File: config.mk
export PLATFORM = sky130hd
export DESIGN_NAME = tlul_periph_reg_bridge
export DESIGN_NICKNAME = d
export VERILOG_FILES = /design/src/rtl/tlul_pkg.sv /design/src/rtl/tlul_periph_reg_bridge_req_check.sv /design/src/rtl/tlul_periph_reg_bridge.sv
export SDC_FILE = /design/constraint.sdc
export NUM_CORES = 1
export LEC_CHECK = 0
export BUFFER_PORTS_ARGS = -buffer_cell sky130_fd_sc_hd__clkbuf_2
export CORE_MARGIN = 2
export CORE_UTILIZATION = 45
export CTS_CLUSTER_DIAMETER = 80
export CTS_CLUSTER_SIZE = 8
export DETAILED_ROUTE_END_ITERATION = 8
export PLACE_DENSITY = 0.82
export SETUP_SLACK_MARGIN = 0.15
export SYNTH_ARGS = -nofsm -noshare
export SYNTH_HDL_FRONTEND = slang
export SYNTH_SLANG_ARGS = --single-unit
File: constraint.sdc
create_clock -name clk_i -period 2.2 [get_ports clk_i]
set_clock_uncertainty 0.05 [all_clocks]
set_input_delay 0.44 -clock clk_i [delete_from_list [all_inputs] [get_ports clk_i]]
set_output_delay 0.44 -clock clk_i [all_outputs]
set_load 0.01 [all_outputs]
File: src/rtl/tlul_pkg.sv
// rtl/tlul_pkg.sv - TL-UL bus types, opcodes and error data shared by the peripheral bridge.
package tlul_pkg;

    localparam logic [2:0] Get           = 3'd4;
    localparam logic [2:0] PutFull       = 3'd0;
    localparam logic [2:0] PutPartial    = 3'd1;
    localparam logic [2:0] AccessAck     = 3'd0;
    localparam logic [2:0] AccessAckData = 3'd1;

    localparam logic [31:0] ErrData = 32'hFFFF_FFFF;

    typedef struct packed {
        logic        a_valid;
        logic [2:0]  a_opcode;
        logic [1:0]  a_size;
        logic [7:0]  a_source;
        logic [31:0] a_address;
        logic [3:0]  a_mask;
        logic [31:0] a_data;
        logic        d_ready;
    } tl_h2d_t;

    typedef struct packed {
        logic        d_valid;
        logic [2:0]  d_opcode;
        logic [2:0]  d_param;
        logic [1:0]  d_size;
        logic [7:0]  d_source;
        logic [0:0]  d_sink;
        logic [31:0] d_data;
        logic [3:0]  d_user;
        logic        d_error;
        logic        a_ready;
    } tl_d2h_t;

endpackage

File: src/rtl/tlul_periph_reg_bridge_req_check.sv
// rtl/tlul_periph_reg_bridge_req_check.sv - combinational TL-UL request legality check.
module tlul_req_check
    import tlul_pkg::*;
#(
    parameter int RegAw        = 8,
    parameter bit AllowPartial = 1'b0
) (
    input  logic [2:0]  opcode,
    input  logic [1:0]  size,
    input  logic [31:0] address,
    input  logic [3:0]  mask,
    output logic        err
);

    logic op_ok;
    logic size_ok;
    logic align_ok;
    logic range_ok;
    logic mask_ok;

    always_comb begin
        op_ok = (opcode == Get) || (opcode == PutFull) || (opcode == PutPartial);

        // Sub-word accesses may only enable lanes inside the addressed size.
        case (size)
            2'd0:    size_ok = (mask[3:1] == 3'b000);
            2'd1:    size_ok = (mask[3:2] == 2'b00);
            2'd2:    size_ok = 1'b1;
            default: size_ok = 1'b0;
        endcase

        align_ok = (address[1:0] == 2'b00);
        range_ok = ((address >> RegAw) == 32'd0);

        if (opcode == PutFull) begin
            mask_ok = (mask == 4'hF);
        end else if (opcode == PutPartial) begin
            mask_ok = AllowPartial || (mask == 4'hF);
        end else begin
            mask_ok = 1'b1;
        end

        err = !(op_ok && size_ok && align_ok && range_ok && mask_ok);
    end

endmodule

File: src/rtl/tlul_periph_reg_bridge.sv
// rtl/tlul_periph_reg_bridge.sv - TL-UL device endpoint driving a single-outstanding req/ack register bus.
module tlul_periph_reg_bridge
    import tlul_pkg::*;
#(
    parameter int RegAw         = 8,
    parameter int TimeoutCycles = 64,
    parameter bit AllowPartial  = 1'b0
) (
    input  logic             clk_i,
    input  logic             rst_ni,
    input  tl_h2d_t          tl_i,
    output tl_d2h_t          tl_o,
    output logic             reg_req_o,
    output logic             reg_we_o,
    output logic [RegAw-1:0] reg_addr_o,
    output logic [31:0]      reg_wdata_o,
    output logic [3:0]       reg_be_o,
    input  logic [31:0]      reg_rdata_i,
    input  logic             reg_ack_i,
    input  logic             reg_err_i
);

    typedef enum logic [1:0] {IDLE, ACCESS, RESP} state_e;

    state_e state_q, state_d;

    logic             req_err;
    logic             accept;
    logic             timeout_hit;
    logic [2:0]       op_q;
    logic [1:0]       size_q;
    logic [7:0]       source_q;
    logic             we_q;
    logic [RegAw-1:0] addr_q;
    logic [31:0]      wdata_q;
    logic [3:0]       be_q;
    logic [7:0]       cnt_q;
    logic             err_q;
    logic [31:0]      data_q;

    tlul_req_check #(
        .RegAw        (RegAw),
        .AllowPartial (AllowPartial)
    ) u_req_check (
        .opcode  (tl_i.a_opcode),
        .size    (tl_i.a_size),
        .address (tl_i.a_address),
        .mask    (tl_i.a_mask),
        .err     (req_err)
    );

    assign accept      = tl_i.a_valid && (state_q == IDLE);
    assign timeout_hit = (cnt_q == 8'(TimeoutCycles - 1));

    always_comb begin
        state_d = state_q;
        case (state_q)
            IDLE: begin
                if (tl_i.a_valid) begin
                    state_d = req_err ? RESP : ACCESS;
                end
            end
            ACCESS: begin
                if (reg_ack_i || timeout_hit) begin
                    state_d = RESP;
                end
            end
            RESP: begin
                if (tl_i.d_ready) begin
                    state_d = IDLE;
                end
            end
            default: state_d = IDLE;
        endcase
    end

    always_ff @(posedge clk_i) begin
        if (!rst_ni) begin
            state_q <= IDLE;
        end else begin
            state_q <= state_d;
        end
    end

    always_ff @(posedge clk_i) begin
        if (!rst_ni) begin
            op_q     <= '0;
            size_q   <= '0;
            source_q <= '0;
            we_q     <= 1'b0;
            addr_q   <= '0;
            wdata_q  <= '0;
            be_q     <= '0;
            cnt_q    <= '0;
            err_q    <= 1'b0;
            data_q   <= '0;
        end else if (accept) begin
            op_q     <= tl_i.a_opcode;
            size_q   <= tl_i.a_size;
            source_q <= tl_i.a_source;
            we_q     <= (tl_i.a_opcode != Get);
            addr_q   <= tl_i.a_address[RegAw-1:0];
            wdata_q  <= tl_i.a_data;
            be_q     <= tl_i.a_mask;
            cnt_q    <= '0;
            err_q    <= req_err;
            data_q   <= (req_err && tl_i.a_opcode == Get) ? ErrData : 32'd0;
        end else if (state_q == ACCESS) begin
            // A late ack on the final cycle still completes the access normally.
            if (reg_ack_i) begin
                err_q  <= reg_err_i;
                data_q <= (op_q != Get) ? 32'd0 : (reg_err_i ? ErrData : reg_rdata_i);
            end else if (timeout_hit) begin
                err_q  <= 1'b1;
                data_q <= ErrData;
            end else begin
                cnt_q <= cnt_q + 8'd1;
            end
        end
    end

    assign reg_req_o   = (state_q == ACCESS);
    assign reg_we_o    = we_q;
    assign reg_addr_o  = addr_q;
    assign reg_wdata_o = wdata_q;
    assign reg_be_o    = be_q;

    always_comb begin
        tl_o          = '0;
        tl_o.a_ready  = (state_q == IDLE);
        tl_o.d_valid  = (state_q == RESP);
        tl_o.d_opcode = (op_q == Get) ? AccessAckData : AccessAck;
        tl_o.d_size   = size_q;
        tl_o.d_source = source_q;
        tl_o.d_data   = data_q;
        tl_o.d_error  = err_q;
    end

endmodule

==> impl_metrics.py, run 1 <==
metrics = {
    "pwr": {
        "ir_drop_mv": 0.363,
        "power_density_nw_per_um2": 640,
        "p_leak_uw": 0.00259,
    },
    "logic_synthesis": {
        "synth-seq-cells": 101,
        "netlist_instances": 562,
        "synth_area_um2": 4640,
        "ys_seq_area_share_pct": 43.6,
        "synth_top_area_share_pct": 43.6,
        "async_reset_ff_share_pct": 0,
        "synth_compound_area_share_pct": 25.6,
        "synth_top_family_by_area": "compound AO/OA/AOI/OAI gates",
        "synth_xor_area_share_pct": 0.945,
        "ys_top_cells_by_count": "152 x nand2_1, 125 x a21oi_1, 101 x dfxtp_1, 32 x a211oi_2, 31 x nand2b_1",
        "synth-adder-area-share_pct": 0.270,
        "synthSimpleGateAreaFrac_pct": 22.3,
        "ys.flop_type": "dfxtp_1",
        "yosysTopAreaCell": "dfxtp_1",
        "synth_edf_count": 0,
        "synth_mux_area_share_pct": 0.216,
        "yosys_warnings": 0,
        "ys_types": 45,
        "ys_top_cells_by_area": "dfxtp_1 44%, a21oi_1 13%, nand2_1 12%, a211oi_2 8.6%, nand2b_1 4.2%",
        "post-synth-top-count-cell": "nand2_1",
        "synth.avg_cell_area_um2": 8.25,
    },
    "setup_path": {
        "cp.arrival_ns": 2.09,
        "path_cells": "and2b_1, a311oi_4, buf_12, a21oi_1, a211oi_2",
        "worst-r2r-cell-count": 5,
        "max_stage_delay_ns": 0.48,
        "path_max_fanout": 64,
        "crit_buf_inv": 1,
        "critPathTopFamily": "compound AO/OA/AOI/OAI gates",
        "start_kind": "flip-flop",
        "critPathRequiredTime_ns": 2.44,
        "end_kind": "flip-flop",
        "crit_type": "flip-flop to flip-flop",
        "crit_path_top_delay_cell": "dfxtp_1",
        "critical_path_depth": 5,
    },
    "floorplan": {
        "coreArea_um2": 10100,
        "ios": 221,
        "die_w_um": 105,
        "fp-row-count": 37,
        "start_util_pct": 45.7,
        "dieArea_um2": 11100,
        "die_h_um": 105,
    },
    "clock_network": {
        "h-tree-depth": 3,
        "cts_buffers": 9,
        "cts_tree": "done",
        "clockBufferDepth": 2,
        "clk_pin_slew_ns": 0.10,
        "post_cts_buffers": 0,
        "holdBufCountCts": 0,
        "cts_root_buffer": "clkbuf_8",
        "worstSkewPairLatency_ns": 0.35,
        "cts.sinks": 101,
        "post_cts_resized": 0,
    },
    "grt": {
        "grt-ovfl-total": 0,
        "first_global_vias": 4137,
        "grt_antenna_before_repair": 0,
        "grt_pass1_wl_um": 19200,
        "gr-usage-all-layers_pct": 21.0,
        "grt_max_degree": 65,
    },
    "run": {
        "cap_violations": 0,
    },
    "timing": {
        "hold_viol": 0,
        "rsz0062_at_grt": "false",
        "maxSlewViolCount": 0,
        "tightest_slew_ns": 0.616,
        "period_minus_slack_ns": 1.85,
        "slew_headroom_pct": 58.9,
        "setup_viol": 0,
        "fmax_ghz": 0.540,
        "tns_ns": 0,
        "final.period_utilization_pct": 84.2,
    },
    "detailed_routing": {
        "drt_iter0_drc": 188,
        "postRouteAntennaNets": 0,
        "wire_per_inst_um": 13.4,
        "route.detailed.drc": 0,
        "m1WireLength_um": 5280,
        "vias": 4473,
        "vias_per_cell": 5.02,
        "wl_um": 12000,
        "first_pass_iters": 4,
        "route.met3.wl_um": 953,
        "top_layer": "met4",
        "wl_met2_um": 5590,
    },
    "placed_design": {
        "dp_hpwl_um": 8560,
        "io_buffers": 210,
        "place.gp.congestion": 0.761,
    },
    "worst_hold_path": {
        "min_path_type": "primary input to flip-flop",
        "whs_path_depth": 3,
    },
    "cells_and_area": {
        "multi_input_area_um2": 2330,
        "area_delta_synth_final_pct": 27.7,
        "n_fill_cell": 988,
        "nNetsFinal": 873,
        "drive_gt1_share_pct": 36.4,
        "regArea_um2": 2020,
        "final_util_pct": 58.4,
        "antenna_cells": 0,
    },
    "outcome": {
        "status": "complete, no violations",
    },
}
## registers in the layout, summed over array words and instances, names as in the netlist
name / cells
err_q: 1
reg_wdata_o: 32
cnt_q: 8
state_q: 2
reg_be_o: 4
data_q: 32
reg_we_o: 1
size_q: 2
source_q: 8
op_q: 3
reg_addr_o: 8
## layout by cell type (no fill, tap or decap), types with 2 or more instances in the layout
cell	n
clkbuf_2	210
nand2_1	151
a21oi_1	125
dfxtp_1	101
a211oi_2	32
nand2b_1	31
nor2_1	10
conb_1	10
clkbuf_8	9
buf_4	8
nor4_1	6
nor2b_1	5
nand4_1	5
buf_12	5
nor3b_1	3
o211ai_1	3
xor2_1	3
and3_1	2
or2b_1	2
xnor2_1	2
o21ai_0	2
or3_1	2
## worst paths after layout
path	slack (ns)	from	endpoint
worst max-delay path	0.35	state_q[1]	data_q[5]
worst min-delay path	0.24	tl_i[71]	source_q[2]
worst min register to register	0.40	op_q[2]	op_q[2]
worst max register to register	0.35	state_q[1]	data_q[5]
## report_power, final
group	total [uW]	leakage (uW)	internal, uW	switching, uW
Combinational	660	0.00167	286	375
Sequential	2000	0.000830	1940	61.0
Clock	1130	0.0000874	510	616
Total	3790	0.00259	2730	1050
## area by class of cell
class | instances | share of cell area, %
Clock inverter | 4 | 0.867
Timing Repair Buffer | 223 | 20.5
Sequential cell | 101 | 34.2
Inverter | 2 | 0.127
Clock buffer | 9 | 2.09
Multi-Input combinational cell | 416 | 39.4
Tap cell | 136 | 2.87
## worst reg2reg max path, delay by kind of cell (launching register included)
family          cells  cell delay (ns)
flops               1             0.48
buf+inv             1             0.29
simple gates        1             0.30
compound gates      3             0.67
## routing by layer
| metal | global-route usage [%] | up-vias |
|---|---|---|
| met5 | 0 | - |
| met4 | 7.24 | 0 |
| met3 | 5.63 | 9 |
| met2 | 33.7 | 157 |
| met1 | 27.3 | 2033 |
| li1 | - | 2274 |
## kinds of logic (layout without fill, tap and decap cells)
kind of cell / Yosys count / in the layout
AO/OA/AOI/OAI: 173 / 173
XOR/XNOR: 5 / 5
adder cells (fa/ha/maj): 1 / 1
buffers and inverters: 54 / 238
flip-flops: 101 / 101
multiplexers: 1 / 1
other: 1 / 10
AND/OR/NAND/NOR: 226 / 226
## per-stage QoR
stage          area (um^2)  power [uW]  std cells  hold slack (ns)  worst slack [ns]
6_report              5920        3790        891            0.242             0.348
3_3_place_gp          5740        2690        878            0.391            0.0360
3_5_place_dp          5740        2710        878            0.395            0.0607
2_1_floorplan         4670        2440        571            0.382             0.224
5_1_grt               5920        3980        891            0.233             0.216
4_1_cts               5920        3840        891            0.219             0.339
Note: power is estimated with default switching activity, not from simulation.
==> inputs of run 2 (changes only) <==
--- a/config.mk
+++ b/config.mk
@@ -5,13 +5,14 @@
 export SDC_FILE = /design/constraint.sdc
 export NUM_CORES = 1
 export LEC_CHECK = 0
+export ABC_AREA = 1
 export BUFFER_PORTS_ARGS = -buffer_cell sky130_fd_sc_hd__clkbuf_2
 export CORE_MARGIN = 2
-export CORE_UTILIZATION = 45
+export CORE_UTILIZATION = 41
 export CTS_CLUSTER_DIAMETER = 80
 export CTS_CLUSTER_SIZE = 8
 export DETAILED_ROUTE_END_ITERATION = 8
-export PLACE_DENSITY = 0.82
+export PLACE_DENSITY = 0.8
 export SETUP_SLACK_MARGIN = 0.15
 export SYNTH_ARGS = -nofsm -noshare
 export SYNTH_HDL_FRONTEND = slang
==> constraint.sdc (replaced) <==
create_clock -name clk_i -period 1.5 [get_ports clk_i]
set_clock_uncertainty 0.05 [all_clocks]
set_input_delay 0.3 -clock clk_i [delete_from_list [all_inputs] [get_ports clk_i]]
set_output_delay 0.3 -clock clk_i [all_outputs]
set_load 0.01 [all_outputs]
==> run 2 against run 1 <==
Effect of this change:
- the flow now finishes with violations (setup timing)
- global-route usage increased by 1.2 points
- register-to-register slack got worse by 0.43 ns
- sequential cell count unchanged
- via count increased by 5.9%
- die area increased by 1.5%
- area after synthesis decreased by 7.5%
- core utilization increased by 4.3 points
- first-iteration DRC count increased by 75%
- non-clock buffer count increased by 32
- fmax increased by 17%
- combinational power increased to 3.3 times the previous value
==> impl_metrics.py, run 2 <==
metrics = {
    "cells_and_area": {
        "final_common_cell": "clkbuf_2",
        "nNetsFinal": 954,
        "antenna_cells": 0,
        "layout_common_cells": "206 x clkbuf_2, 197 x nor2_1, 94 x dfxtp_1, 55 x o21ai_1, 47 x o21ai_0",
        "multi_input_area_um2": 2280,
        "n_fill_cell": 954,
        "area_delta_synth_final_pct": 49.6,
        "drive_gt1_share_pct": 41.1,
        "regArea_um2": 2040,
    },
    "setup_path": {
        "critPathRequiredTime_ns": 1.75,
        "cp.arrival_ns": 1.83,
        "r2r-start": "cnt_q[1]",
        "crit_path_end": "data_q[8]",
        "worst-r2r-cell-count": 10,
        "setup.worst_path.start": "cnt_q[1]",
        "timing.rr.end": "data_q[8]",
        "path_max_fanout": 7,
        "rrSetupSlack_ns": -0.08,
        "crit_type": "flip-flop to flip-flop",
        "start_kind": "flip-flop",
        "end_kind": "flip-flop",
    },
    "timing": {
        "final.period_utilization_pct": 105,
        "fmax_ghz": 0.634,
        "rsz0062_at_grt": "true",
        "setup_viol": 33,
        "maxSlewViolCount": 0,
        "period_minus_slack_ns": 1.58,
        "hold_viol": 0,
        "setup_ws_ns": -0.0785,
        "fin_hold_ws_ns": 0.116,
        "tns_ns": -1.57,
    },
    "logic_synthesis": {
        "ys_top_cells_by_count": "202 x nor2_1, 126 x o21ai_0, 101 x dfxtp_1, 40 x a21oi_1, 37 x nand2_1",
        "yosys_warnings": 0,
        "synth.avg_cell_area_um2": 7.04,
        "synth_edf_count": 0,
        "ys_types": 26,
        "netlist_instances": 609,
        "synth-seq-cells": 101,
        "synth_top_area_share_pct": 47.1,
        "yosysTopAreaCell": "dfxtp_1",
        "ys_top_cells_by_area": "dfxtp_1 47%, nor2_1 18%, o21ai_0 15%, a21oi_1 4.7%, nand2_1 3.2%",
        "synth_area_um2": 4290,
        "ys_seq_area_share_pct": 47.1,
        "post-synth-top-count-cell": "nor2_1",
        "ys.flop_type": "dfxtp_1",
        "async_reset_ff_share_pct": 0,
    },
    "placed_design": {
        "pre_cts_ws_ns": -0.0697,
        "place.gp.congestion": 0.850,
        "io_buffers": 210,
        "dp_hpwl_um": 8570,
    },
    "detailed_routing": {
        "vias": 4739,
        "first_pass_iters": 4,
        "wire_per_inst_um": 13.5,
        "wl_um": 13200,
        "postRouteAntennaNets": 0,
        "route.detailed.drc": 0,
        "vias_per_cell": 4.86,
        "drt_iter0_drc": 329,
    },
    "clock_network": {
        "cts_root_buffer": "clkbuf_8",
        "clockBufferDepth": 2,
        "clk_pin_slew_ns": 0.10,
        "worstSkewPairLatency_ns": 0.36,
        "cts.sinks": 101,
        "h-tree-depth": 3,
        "cts_tree": "done",
        "cts_buffers": 9,
    },
    "pwr": {
        "power_uw": 7140,
        "ir_drop_mv": 0.672,
        "power_density_nw_per_um2": 1110,
        "p_leak_uw": 0.00304,
    },
    "floorplan": {
        "start_util_pct": 41.9,
        "die_h_um": 106,
        "dieArea_um2": 11300,
        "coreArea_um2": 10200,
        "ios": 221,
        "fp-row-count": 37,
        "die_w_um": 106,
    },
    "grt": {
        "grt-ovfl-total": 0,
        "grt_max_degree": 62,
        "grt_antenna_before_repair": 0,
        "gr-usage-all-layers_pct": 22.2,
        "first_global_vias": 4500,
        "grt_pass1_wl_um": 20400,
    },
    "worst_hold_path": {
        "min_path_type": "primary input to flip-flop",
    },
    "outcome": {
        "status": "complete, but fails checks",
        "violations": "setup timing",
    },
    "run": {
        "cap_violations": 0,
    },
}
[run 2: cell types whose count changed in the layout (fill, tap and decap cells not counted), sizes merged, moves of 6 or more]
cell / previous run / this run
inv: 2 / 23
nor2: 11 / 205
a211oi: 33 / 1
nand2b: 31 / 0
buf: 13 / 46
nor4: 6 / 0
nand2: 152 / 41
o21ai: 4 / 126
nand3: 0 / 10
a21oi: 125 / 40
[run 2: power breakdown]
group	leakage (uW)	internal, uW	total, uW	switching, uW
Combinational	0.00210	961	2150	1190
Sequential	0.000837	3020	3220	203
Clock	0.0000982	792	1760	970
Total	0.00304	4770	7140	2370
[run 2: how the worst min path moves through the flow]
| stage | startpoint | end | cells past startpoint |
|---|---|---|---|
| 2_1_floorplan | tl_i[79] | reg_we_o | 2 |
| 3_3_place_gp | reg_be_o[0] | reg_be_o[0] | 2 |
| 3_5_place_dp | source_q[7] | source_q[7] | 2 |
| 4_1_cts | tl_i[21] | reg_wdata_o[20] | 3 |
| 5_1_grt | tl_i[23] | reg_wdata_o[22] | 3 |
| 6_report | tl_i[26] | reg_wdata_o[25] | 3 |
[run 2: routing by layer]
metal / wire length [um] / vias up / GRT usage (%)
met5: 0 / - / 0
met4: 295 / 0 / 7.71
met3: 971 / 27 / 6.68
met2: 6400 / 176 / 38.0
met1: 5490 / 2129 / 26.3
li1: - / 2407 / -
[run 2: repair_timing]
item	in CTS	in global routing
endpoints found under the setup margin	64	73
hold endpoints to repair	0	0
setup buffers	10	3
gates resized for setup	79	36
cloned	3	3
pin swaps	25	12
hold buffers	0	0
[run 2: critical path: stages, from the launching register on]
cell       delay (ns)
dfxtp_2          0.37
ha_4             0.16
nand2_4          0.06
nor2_4           0.13
nand3_4          0.09
nand2_4          0.10
nand2_8          0.08
nand2_8          0.13
clkbuf_16        0.17
o21ai_2          0.05
a21oi_1          0.11
[run 2: stage by stage]
stage,area (um^2),util [%],cells
2_1_floorplan,4420,-,618
3_3_place_gp,5640,55.1,940
5_1_grt,6410,62.7,975
3_5_place_dp,5640,55.1,940
6_report,6410,62.7,975
4_1_cts,6220,60.8,969
[run 2: area by class of cell]
cell class                      instances  share of cell area, %
Tap cell                              136                   2.65
Sequential cell                       101                   31.7
Clock inverter                          7                   1.23
Timing Repair Buffer                  255                   25.5
Clock buffer                            9                   1.93
Multi-Input combinational cell        446                   35.5
Inverter                               21                   1.38
[run 2: kinds of logic after synthesis]
logic type,share of synthesized area [%]
flip-flops,47.1
buffers and inverters,7.41
AND/OR/NAND/NOR,24.9
other,0.0874
XOR/XNOR,0.613
AO/OA/AOI/OAI,19.5
adder cells (fa/ha/maj),0.292
==> inputs of run 3 (changes only) <==
--- a/config.mk
+++ b/config.mk
@@ -5,10 +5,10 @@
 export SDC_FILE = /design/constraint.sdc
 export NUM_CORES = 1
 export LEC_CHECK = 0
-export ABC_AREA = 1
+export ABC_AREA = 0
 export BUFFER_PORTS_ARGS = -buffer_cell sky130_fd_sc_hd__clkbuf_2
 export CORE_MARGIN = 2
-export CORE_UTILIZATION = 41
+export CORE_UTILIZATION = 42
 export CTS_CLUSTER_DIAMETER = 80
 export CTS_CLUSTER_SIZE = 8
 export DETAILED_ROUTE_END_ITERATION = 8
==> run 3 against run 2 <==
Effect of this change:
- the flow still finishes with violations (setup timing)
- critical path type unchanged
- sequential power fell by 8.1%
- core utilization up 8.1 points
- first-iteration DRC count shrank 14%
- final cell count decreased by 1.2%
- register-to-register slack got worse by 0.22 ns
- power decreased by 13%
- combinational power decreased by 27%
- fmax decreased by 12%
- clock power fell by 5%
- via count increased by 10%
- largest cell class unchanged
==> impl_metrics.py, run 3 (synthesized netlist as in run 1, its figures left out) <==
metrics = {
    "floorplan": {
        "ios": 221,
        "die_h_um": 109,
        "die_w_um": 109,
        "start_util_pct": 43.0,
        "dieArea_um2": 11900,
        "fp-row-count": 38,
        "coreArea_um2": 10800,
    },
    "pwr": {
        "power_density_nw_per_um2": 809,
        "p_leak_uw": 0.00338,
        "ir_drop_mv": 0.699,
        "power_uw": 6180,
    },
    "setup_path": {
        "end_kind": "flip-flop",
        "rrSetupSlack_ns": -0.30,
        "path_max_fanout": 16,
        "crit_type": "flip-flop to flip-flop",
        "cp.arrival_ns": 2.06,
        "critPathRequiredTime_ns": 1.75,
        "start_kind": "flip-flop",
        "timing.rr.end": "data_q[0]",
        "r2r-start": "cnt_q[1]",
        "worst-r2r-cell-count": 6,
    },
    "cells_and_area": {
        "area_delta_synth_final_pct": 64.8,
        "final_common_cell": "clkbuf_2",
        "nNetsFinal": 938,
        "drive_gt1_share_pct": 57.1,
        "fin_cells": 963,
        "layout_common_cells": "206 x clkbuf_2, 96 x dfxtp_1, 95 x a21oi_1, 75 x nand2_1, 40 x nand2_2",
        "antenna_cells": 0,
    },
    "clock_network": {
        "cts_tree": "done",
        "holdBufCountCts": 0,
        "cts_root_buffer": "clkbuf_8",
        "cts.sinks": 101,
        "cts_buffers": 9,
        "clk_pin_slew_ns": 0.11,
        "h-tree-depth": 3,
        "clockBufferDepth": 2,
        "worstSkewPairLatency_ns": 0.37,
    },
    "timing": {
        "maxSlewViolCount": 0,
        "tns_ns": -10.63,
        "hold_viol": 0,
        "slew_headroom_pct": 66.0,
        "final.period_utilization_pct": 120,
        "tightest_slew_ns": 0.511,
        "setup_ws_ns": -0.303,
        "fmax_ghz": 0.555,
        "period_minus_slack_ns": 1.80,
        "setup_viol": 47,
        "rsz0062_at_grt": "true",
    },
    "detailed_routing": {
        "wl_um": 17900,
        "first_pass_iters": 5,
        "route.detailed.drc": 0,
        "vias_per_cell": 5.42,
        "postRouteAntennaNets": 0,
        "drt_iter0_drc": 282,
        "vias": 5220,
        "wire_per_inst_um": 18.6,
    },
    "grt": {
        "grt_pass1_wl_um": 23000,
        "gr-usage-all-layers_pct": 24.7,
        "grt_max_degree": 41,
        "first_global_vias": 4630,
        "grt_antenna_before_repair": 0,
        "grt-ovfl-total": 0,
    },
    "placed_design": {
        "io_buffers": 210,
        "place.gp.congestion": 0.886,
        "dp.cells": 913,
        "dp_hpwl_um": 9400,
        "pre_cts_ws_ns": -0.406,
    },
    "outcome": {
        "violations": "setup timing",
        "status": "complete, but fails checks",
    },
    "worst_hold_path": {
        "min_from": "tl_i[32]",
        "whs_path_depth": 3,
        "hold_end": "reg_wdata_o[31]",
        "min_path_type": "primary input to flip-flop",
    },
    "run": {
        "cap_violations": 0,
    },
}
[run 3: changes by cell type in the layout (fill, tap and decap cells not counted), sizes merged, moves of 18 or more]
cell	delta
nand2b	+31
o21ai	-122
buf	+22
a211oi	+32
nor2	-194
a21oi	+85
nand2	+112
inv	-18
[run 3: how the worst max path moves through the flow]
stage,cells after the start,endpoint,from
global route,6,data_q[31],cnt_q[1]
detailed placement,6,data_q[14],tl_i[38]
CTS,6,data_q[8],op_q[0]
finish,6,data_q[0],cnt_q[1]
floorplan,5,err_q,tl_i[46]
global placement,6,err_q,tl_i[38]
[run 3: final cells by class]
class	count	area [um^2]
flip-flops and latches	101	2030
well taps	140	175
repair buffers	287	2230
clock buffers	10	128
multi-input cells	417	3010
fillers	782	3150
clock inverters	6	51.3
inverters	2	7.51
[run 3: metrics by stage]
| step | utilization (%) | instance area, um^2 | hold WS (ns) |
|---|---|---|---|
| 4_1_cts | 62.6 | 6760 | 0.0661 |
| 6_report | 70.8 | 7640 | 0.0839 |
| 3_5_place_dp | 56.7 | 6120 | 0.396 |
| 2_1_floorplan | - | 4760 | 0.382 |
| 5_1_grt | 70.8 | 7640 | 0.0747 |
| 3_3_place_gp | 56.7 | 6120 | 0.391 |
[run 3: where the power goes]
part | switching, uW | total [uW] | internal (uW)
Sequential | 115 | 2960 | 2840
Combinational | 815 | 1560 | 741
Clock | 1040 | 1670 | 633
[run 3: worst max-delay path, stage by stage (launching register included)]
cell and delay [ns]:
dfxtp_2 0.37, ha_4 0.14, or3b_4 0.41, o21ai_4 0.27, clkbuf_16 0.24, a21oi_1 0.10, a211oi_2 0.15
[run 3: repair_timing]
| item | CTS | global route |
|---|---|---|
| pin swaps | 30 | 29 |
| buffers inserted | 7 | 4 |
| resized for setup | 43 | 154 |
| gates cloned | 9 | 14 |
| endpoints found under the setup margin | 105 | 105 |
[run 3: metal layers]
layer | up-vias | track usage, % | part of all wire (%)
met2 | 239 | 41.0 | 49
met3 | 45 | 5.50 | 6.8
met5 | - | 0 | 0
li1 | 2440 | - | -
met4 | 0 | 7.78 | 2.6
met1 | 2496 | 31.8 | 42
